## src/rtl/pixel_stream_ctrl.sv

```systemverilog
// -----------------------------------------------------------------------------
// pixel_stream_ctrl
// Raster pixel streamer. It fetches pixels from a combinational source
// addressed by PixAddr and presents them on a Valid/Ready stream. Frame marks
// pixel 0 of a frame and Line marks the last pixel of each line. With Ready
// held high the stream carries one pixel per clock, with no bubbles inside a
// frame or between continued frames.
//
// Parameters
//   COLS        pixels per line (1..256)
//   ROWS        lines per frame (1..256), COLS*ROWS <= 65536
//
// Ports
//   Clk         clock, rising edge
//   nReset      synchronous active-low reset
//   Start       begin a frame when idle
//   Continuous  sampled at the final pixel transfer; 1 = chain the next frame
//   Abort       drop the current frame and return to idle
//   PixAddr     raster index of the next pixel to fetch (col + row*COLS)
//   PixIn       pixel data for PixAddr, same cycle
//   Pixel       registered output pixel
//   Valid       Pixel/Frame/Line are valid
//   Ready       downstream accepts; transfer = Valid & Ready
//   Frame       first pixel of a frame
//   Line        last pixel of a line
//   Busy        streamer is running
//   Done        one-cycle pulse after the final pixel of a non-continued frame
//   FrameCnt    completed-frame counter (only with PIXEL_STREAM_FRAME_COUNT_EN)
//
// Build option
//   PIXEL_STREAM_FRAME_COUNT_EN  adds the 16-bit FrameCnt output
// -----------------------------------------------------------------------------
module pixel_stream_ctrl #(
    parameter int unsigned COLS = 10,
    parameter int unsigned ROWS = 10
) (
    input  logic        Clk,
    input  logic        nReset,
    input  logic        Start,
    input  logic        Continuous,
    input  logic        Abort,
    output logic [15:0] PixAddr,
    input  logic [7:0]  PixIn,
    output logic [7:0]  Pixel,
    output logic        Valid,
    input  logic        Ready,
    output logic        Frame,
    output logic        Line,
    output logic        Busy,
    output logic        Done
`ifdef PIXEL_STREAM_FRAME_COUNT_EN
    ,
    output logic [15:0] FrameCnt
`else
`endif
);

    localparam int unsigned COL_W  = 8;
    localparam int unsigned ROW_W  = 8;
    localparam int unsigned ADDR_W = 16;
    localparam int unsigned TOTAL  = COLS * ROWS;

    localparam logic [COL_W-1:0]  COL_LAST  = COL_W'(COLS - 1);
    localparam logic [ROW_W-1:0]  ROW_LAST  = ROW_W'(ROWS - 1);
    localparam logic [ADDR_W-1:0] ADDR_LAST = ADDR_W'(TOTAL - 1);

    typedef enum logic {
        IDLE = 1'b0,
        RUN  = 1'b1
    } state_e;

    state_e              state_q, state_d;
    logic [7:0]          pixel_q, pixel_d;
    logic                valid_q, valid_d;
    logic                frame_q, frame_d;
    logic                line_q,  line_d;
    logic                last_q,  last_d;   // held pixel is the final one of the frame
    logic                done_q,  done_d;
    logic [COL_W-1:0]    col_q,   col_d;    // position of the next pixel to fetch
    logic [ROW_W-1:0]    row_q,   row_d;
    logic [ADDR_W-1:0]   addr_q,  addr_d;
    logic                load_c;            // capture PixIn and advance the fetch position

    // State register
    always_ff @(posedge Clk) begin
        if (!nReset) begin
            state_q <= IDLE;
            pixel_q <= 8'd0;
            valid_q <= 1'b0;
            frame_q <= 1'b0;
            line_q  <= 1'b0;
            last_q  <= 1'b0;
            done_q  <= 1'b0;
            col_q   <= '0;
            row_q   <= '0;
            addr_q  <= '0;
        end else begin
            state_q <= state_d;
            pixel_q <= pixel_d;
            valid_q <= valid_d;
            frame_q <= frame_d;
            line_q  <= line_d;
            last_q  <= last_d;
            done_q  <= done_d;
            col_q   <= col_d;
            row_q   <= row_d;
            addr_q  <= addr_d;
        end
    end

    // Next-state and datapath
    always_comb begin
        state_d = state_q;
        pixel_d = pixel_q;
        valid_d = valid_q;
        frame_d = frame_q;
        line_d  = line_q;
        last_d  = last_q;
        done_d  = 1'b0;
        col_d   = col_q;
        row_d   = row_q;
        addr_d  = addr_q;
        load_c  = 1'b0;

        case (state_q)
            IDLE: begin
                if (Start && !Abort) begin
                    load_c  = 1'b1;
                    state_d = RUN;
                end
            end
            RUN: begin
                if (Abort) begin
                    // Abort wins over a simultaneous transfer; held pixel is dropped
                    state_d = IDLE;
                    valid_d = 1'b0;
                    frame_d = 1'b0;
                    line_d  = 1'b0;
                    last_d  = 1'b0;
                    col_d   = '0;
                    row_d   = '0;
                    addr_d  = '0;
                end else if (valid_q && Ready) begin
                    if (!last_q || Continuous) begin
                        // Fetch position already wrapped to 0 after the final pixel
                        load_c = 1'b1;
                    end else begin
                        state_d = IDLE;
                        valid_d = 1'b0;
                        frame_d = 1'b0;
                        line_d  = 1'b0;
                        last_d  = 1'b0;
                        done_d  = 1'b1;
                    end
                end
            end
            default: begin
                state_d = IDLE;
            end
        endcase

        if (load_c) begin
            pixel_d = PixIn;
            valid_d = 1'b1;
            frame_d = (addr_q == '0);
            line_d  = (col_q == COL_LAST);
            last_d  = (addr_q == ADDR_LAST);
            if (col_q == COL_LAST) begin
                col_d = '0;
                row_d = (row_q == ROW_LAST) ? '0 : row_q + 8'd1;
            end else begin
                col_d = col_q + 8'd1;
            end
            addr_d = (addr_q == ADDR_LAST) ? '0 : addr_q + 16'd1;
        end
    end

    assign PixAddr = addr_q;
    assign Pixel   = pixel_q;
    assign Valid   = valid_q;
    assign Frame   = frame_q;
    assign Line    = line_q;
    assign Busy    = (state_q == RUN);
    assign Done    = done_q;

`ifdef PIXEL_STREAM_FRAME_COUNT_EN
    logic [15:0] cnt_q, cnt_d;
    logic        final_xfer_c;

    // Final-pixel transfer that was not aborted
    assign final_xfer_c = (state_q == RUN) && !Abort && valid_q && Ready && last_q;

    always_comb begin
        cnt_d = cnt_q;
        if (final_xfer_c) begin
            cnt_d = cnt_q + 16'd1;
        end
    end

    always_ff @(posedge Clk) begin
        if (!nReset) begin
            cnt_q <= 16'd0;
        end else begin
            cnt_q <= cnt_d;
        end
    end

    assign FrameCnt = cnt_q;
`else
`endif

endmodule

```

## config.mk

```make
export PLATFORM = sky130hd
export DESIGN_NAME = pixel_stream_ctrl
export DESIGN_NICKNAME = d
export VERILOG_FILES = /design/src/rtl/pixel_stream_ctrl.sv
export SDC_FILE = /design/constraint.sdc
export NUM_CORES = 1
export LEC_CHECK = 0
export BUFFER_PORTS_ARGS = -buffer_cell sky130_fd_sc_hd__buf_4
export CAP_MARGIN = 20
export CORE_ASPECT_RATIO = 1.5
export CORE_MARGIN = 2
export CORE_UTILIZATION = 53
export DETAILED_ROUTE_END_ITERATION = 6
export GPL_TIMING_DRIVEN = 1
export MAX_ROUTING_LAYER = met4
export PLACE_DENSITY_LB_ADDON = 0.25
export SLEW_MARGIN = 25
export SYNTH_ARGS = -nofsm -noshare
export SYNTH_HDL_FRONTEND = slang
export SYNTH_SLANG_ARGS = --single-unit
```

## constraint.sdc

```tcl
create_clock -name Clk -period 2.6 [get_ports Clk]
set_clock_uncertainty 0.05 [all_clocks]
set_input_delay 0.52 -clock Clk [delete_from_list [all_inputs] [get_ports Clk]]
set_output_delay 0.52 -clock Clk [all_outputs]
set_load 0.03 [all_outputs]
```

==> impl_metrics.csv <==
group,metric,value,unit
clock_network,hold_buffers,0,
timing,period_needed,2.157,ns
critical_path,start_kind,"flop",
min_path,hold_class,"input port to flop",
clock_network,path_clk_slew,0.07,ns
routing,first_iter_violations,62,
routing,wire_per_inst,14.88,um
critical_path,criticalPathCategory,"flop to flop",
routing,vias,1932,
clock_network,cts_resized,0,
yosys,synth_area,1883,um^2
critical_path,slowest_stage,"nor4_1",
grt,grt-busiest-layer,"met2",
critical_path,critPathTopFamily,"simple AND/OR/NAND/NOR gates",
clock_network,cts_made_buffers,5,
routing,first_pass_iters,4,
yosys,ys_ff_latch,38,
critical_path,max_stage_delay,0.52,ns
critical_path,end_kind,"flop",
grt,grt_util_met2,45.00,%
yosys,netlist_instances,236,
placed_design,gp_congestion,0.9098,
placed_design,dpl.hpwl,3.445,mm
cells_and_area,layout_common_cells,"buf_4 (48), nand2_1 (39), dfxtp_1 (38)",
grt,grt_pass1_wl,7.948,mm
grt,track_usage,26.40,%
critical_path,critPathBufInv,0,
yosys,postSynthAreaPerCell,7.979,um^2
job,drv_cap,0,
clock_network,clkLatencyLatePin,0.29,ns
critical_path,crit_arrival,2.29,ns
placed_design,place_ws,0.3890,ns
timing,drv_slew,0,
yosys,synthFlopType,"dfxtp_1",
timing,tightestPinTransition,0.5201,ns
floorplan,core_area,3416,um^2
grt,antenna_found_initial,0,
timing,finalSetupViolations,0,
pwr,pwr-share-seq,44.3,%
floorplan,die_w,52.67,um
status,status,"complete, no violations",
cells_and_area,largest_reg_flops,16,
placed_design,placed_cells_incl_taps,316,
critical_path,crit_fanout,11,
clock_network,cts_root_buffer,"clkbuf_8",
clock_network,cts_tree,"done",
grt,grtUsageMet1,27.98,%
grt,met3_usage,4.864,%
floorplan,rows,26,
timing,fin_setup_tns,0,ns
cells_and_area,final_cells,324,
floorplan,ios,43,
critical_path,path_cells,"nor4_1 -> nand4_1 -> and2_1 -> a31o_2 -> o21a_1",
clock_network,clock_sinks,38,
grt,grt_max_degree,15,
cells_and_area,final_common_cell,"buf_4",
routing,drc,0,
timing,fmaxAchievable,463.7,MHz
pwr,vdd_drop_max,0.3954,mV
cells_and_area,nNetsFinal,299,
timing,worst_slack,0.4433,ns
grt,grt_overflow,0,
pwr,powerDensity,568.1,nW/um^2
timing,slew_headroom,65.01,%
pwr,switching_share,22.50,%
routing,wirelength,4.821,mm
clock_network,post-cts-setup-buffers,0,
placed_design,io_buffers,42,
pwr,p_comb_share,10.3,%
cells_and_area,fin_util,70.26,%
grt,grt_pass1_vias,1837,
floorplan,start_util,55.13,%
clock_network,htreeDepth,2,
timing,period_share,82.95,%
floorplan,die_h,77,um
pwr,leakage,0.9567,nW
floorplan,dieArea,4056,um^2
yosys,synth_edf_count,0,
yosys,yosysSeqAreaShare,40.40,%
yosys,async_flop_share,0,%
pwr,power.switching,306.7,uW
cells_and_area,n_antenna_cell,0,
cells_and_area,area_delta_synth_final,27.44,%
critical_path,cp.required,2.73,ns
timing,finalHoldWorstSlack,0.3716,ns
cells_and_area,drive_above_1_share,21.28,%
timing,hold_viol_final,0,
routing,ant_nets,0,
timing,rsz0062_at_grt,"no",
pwr,p_int,1.057,mW
clock_network,cts_buffer_depth,2,
routing,vias_per_cell,5.963,
yosys,ys_types,46,
yosys,synth.yosys.warnings,0,
pwr,clkPwrFrac,45.4,%
yosys,synth_fp_nets,254,
## final cells by class
class | count | area (um^2)
clock buffer | 6 | 82.58
clock inverter | 2 | 60.06
fill | 294 | 1016
inverter | 6 | 22.52
multi-input combinational | 182 | 1061
sequential | 38 | 760.7
tap | 42 | 52.55
timing repair buffer | 48 | 360.3
## kinds of logic after synthesis
| logic type | Yosys count | share of synthesized area [%] |
|---|---|---|
| flip-flops | 38 | 40.40 |
| XOR/XNOR | 3 | 1.396 |
| adder cells (fa/ha/maj) | 4 | 2.658 |
| buffers and inverters | 16 | 3.255 |
| AND/OR/NAND/NOR | 120 | 33.02 |
| AO/OA/AOI/OAI | 55 | 19.27 |
## worst register-to-register path: stages, from the launching register on
cell and delay (ns):
dfxtp_1 0.36, nor4_1 0.52, nand4_1 0.29, and2_1 0.38
a31o_2 0.29, o21a_1 0.17
## cells in the mapped netlist (2+ instances only)
cell | count | share of area (%)
a211o_1 | 2 | 0.93
a21oi_1 | 18 | 4.8
a22oi_1 | 2 | 0.80
a31oi_1 | 6 | 2.0
and2_1 | 5 | 1.7
and3_1 | 7 | 2.3
and4_1 | 2 | 0.93
clkbuf_1 | 9 | 1.8
dfxtp_1 | 38 | 40
ha_1 | 4 | 2.7
inv_1 | 5 | 1.0
nand2_1 | 39 | 7.8
nand2b_1 | 4 | 1.3
nand3_1 | 14 | 3.7
nand4_1 | 9 | 3.0
nor2_1 | 13 | 2.6
nor2b_1 | 2 | 0.66
nor3_1 | 3 | 0.80
nor4_1 | 8 | 2.7
o21a_1 | 2 | 0.80
o21ai_0 | 11 | 2.9
or3_1 | 5 | 1.7
or4_1 | 4 | 1.6
xor2_1 | 2 | 0.93
## routing by layer
| metal | vias to the layer above | part of all wire (%) | wire length [um] |
|---|---|---|---|
| met5 | - | 0 | 0 |
| met4 | 0 | 3.2 | 153 |
| met2 | 75 | 50 | 2413 |
| met1 | 885 | 40 | 1940 |
| li1 | 956 | - | - |
| met3 | 16 | 6.5 | 314 |
## through the flow
step | instance area (um^2) | power (mW)
after global routing | 2400 | 1.413
after detailed placement | 2257 | 0.7561
final | 2400 | 1.363
after CTS | 2400 | 1.371
after floorplan | 1883 | 0.6979
after global placement | 2257 | 0.7535
## power groups by stage
stage          Sequential [mW]  Combinational (mW)  Clock (mW)
2_1_floorplan            0.636              0.0623           0
3_3_place_gp             0.617               0.137           0
3_5_place_dp             0.617               0.139           0
4_1_cts                  0.604               0.140       0.628
5_1_grt                  0.605               0.152       0.655
6_report                 0.604               0.141       0.619
## worst paths after layout
| kind | cells past startpoint | from | slack [ns] | to |
|---|---|---|---|---|
| worst min register to register | 2 | Pixel[1] | 0.40 | Pixel[1] |
| worst min-delay path | 2 | Abort | 0.37 | Busy |
| worst max register to register | 5 | PixAddr[12] | 0.44 | PixAddr[12] |
| worst max-delay path | 5 | PixAddr[12] | 0.44 | PixAddr[12] |
(Power assumes the default switching activity.)
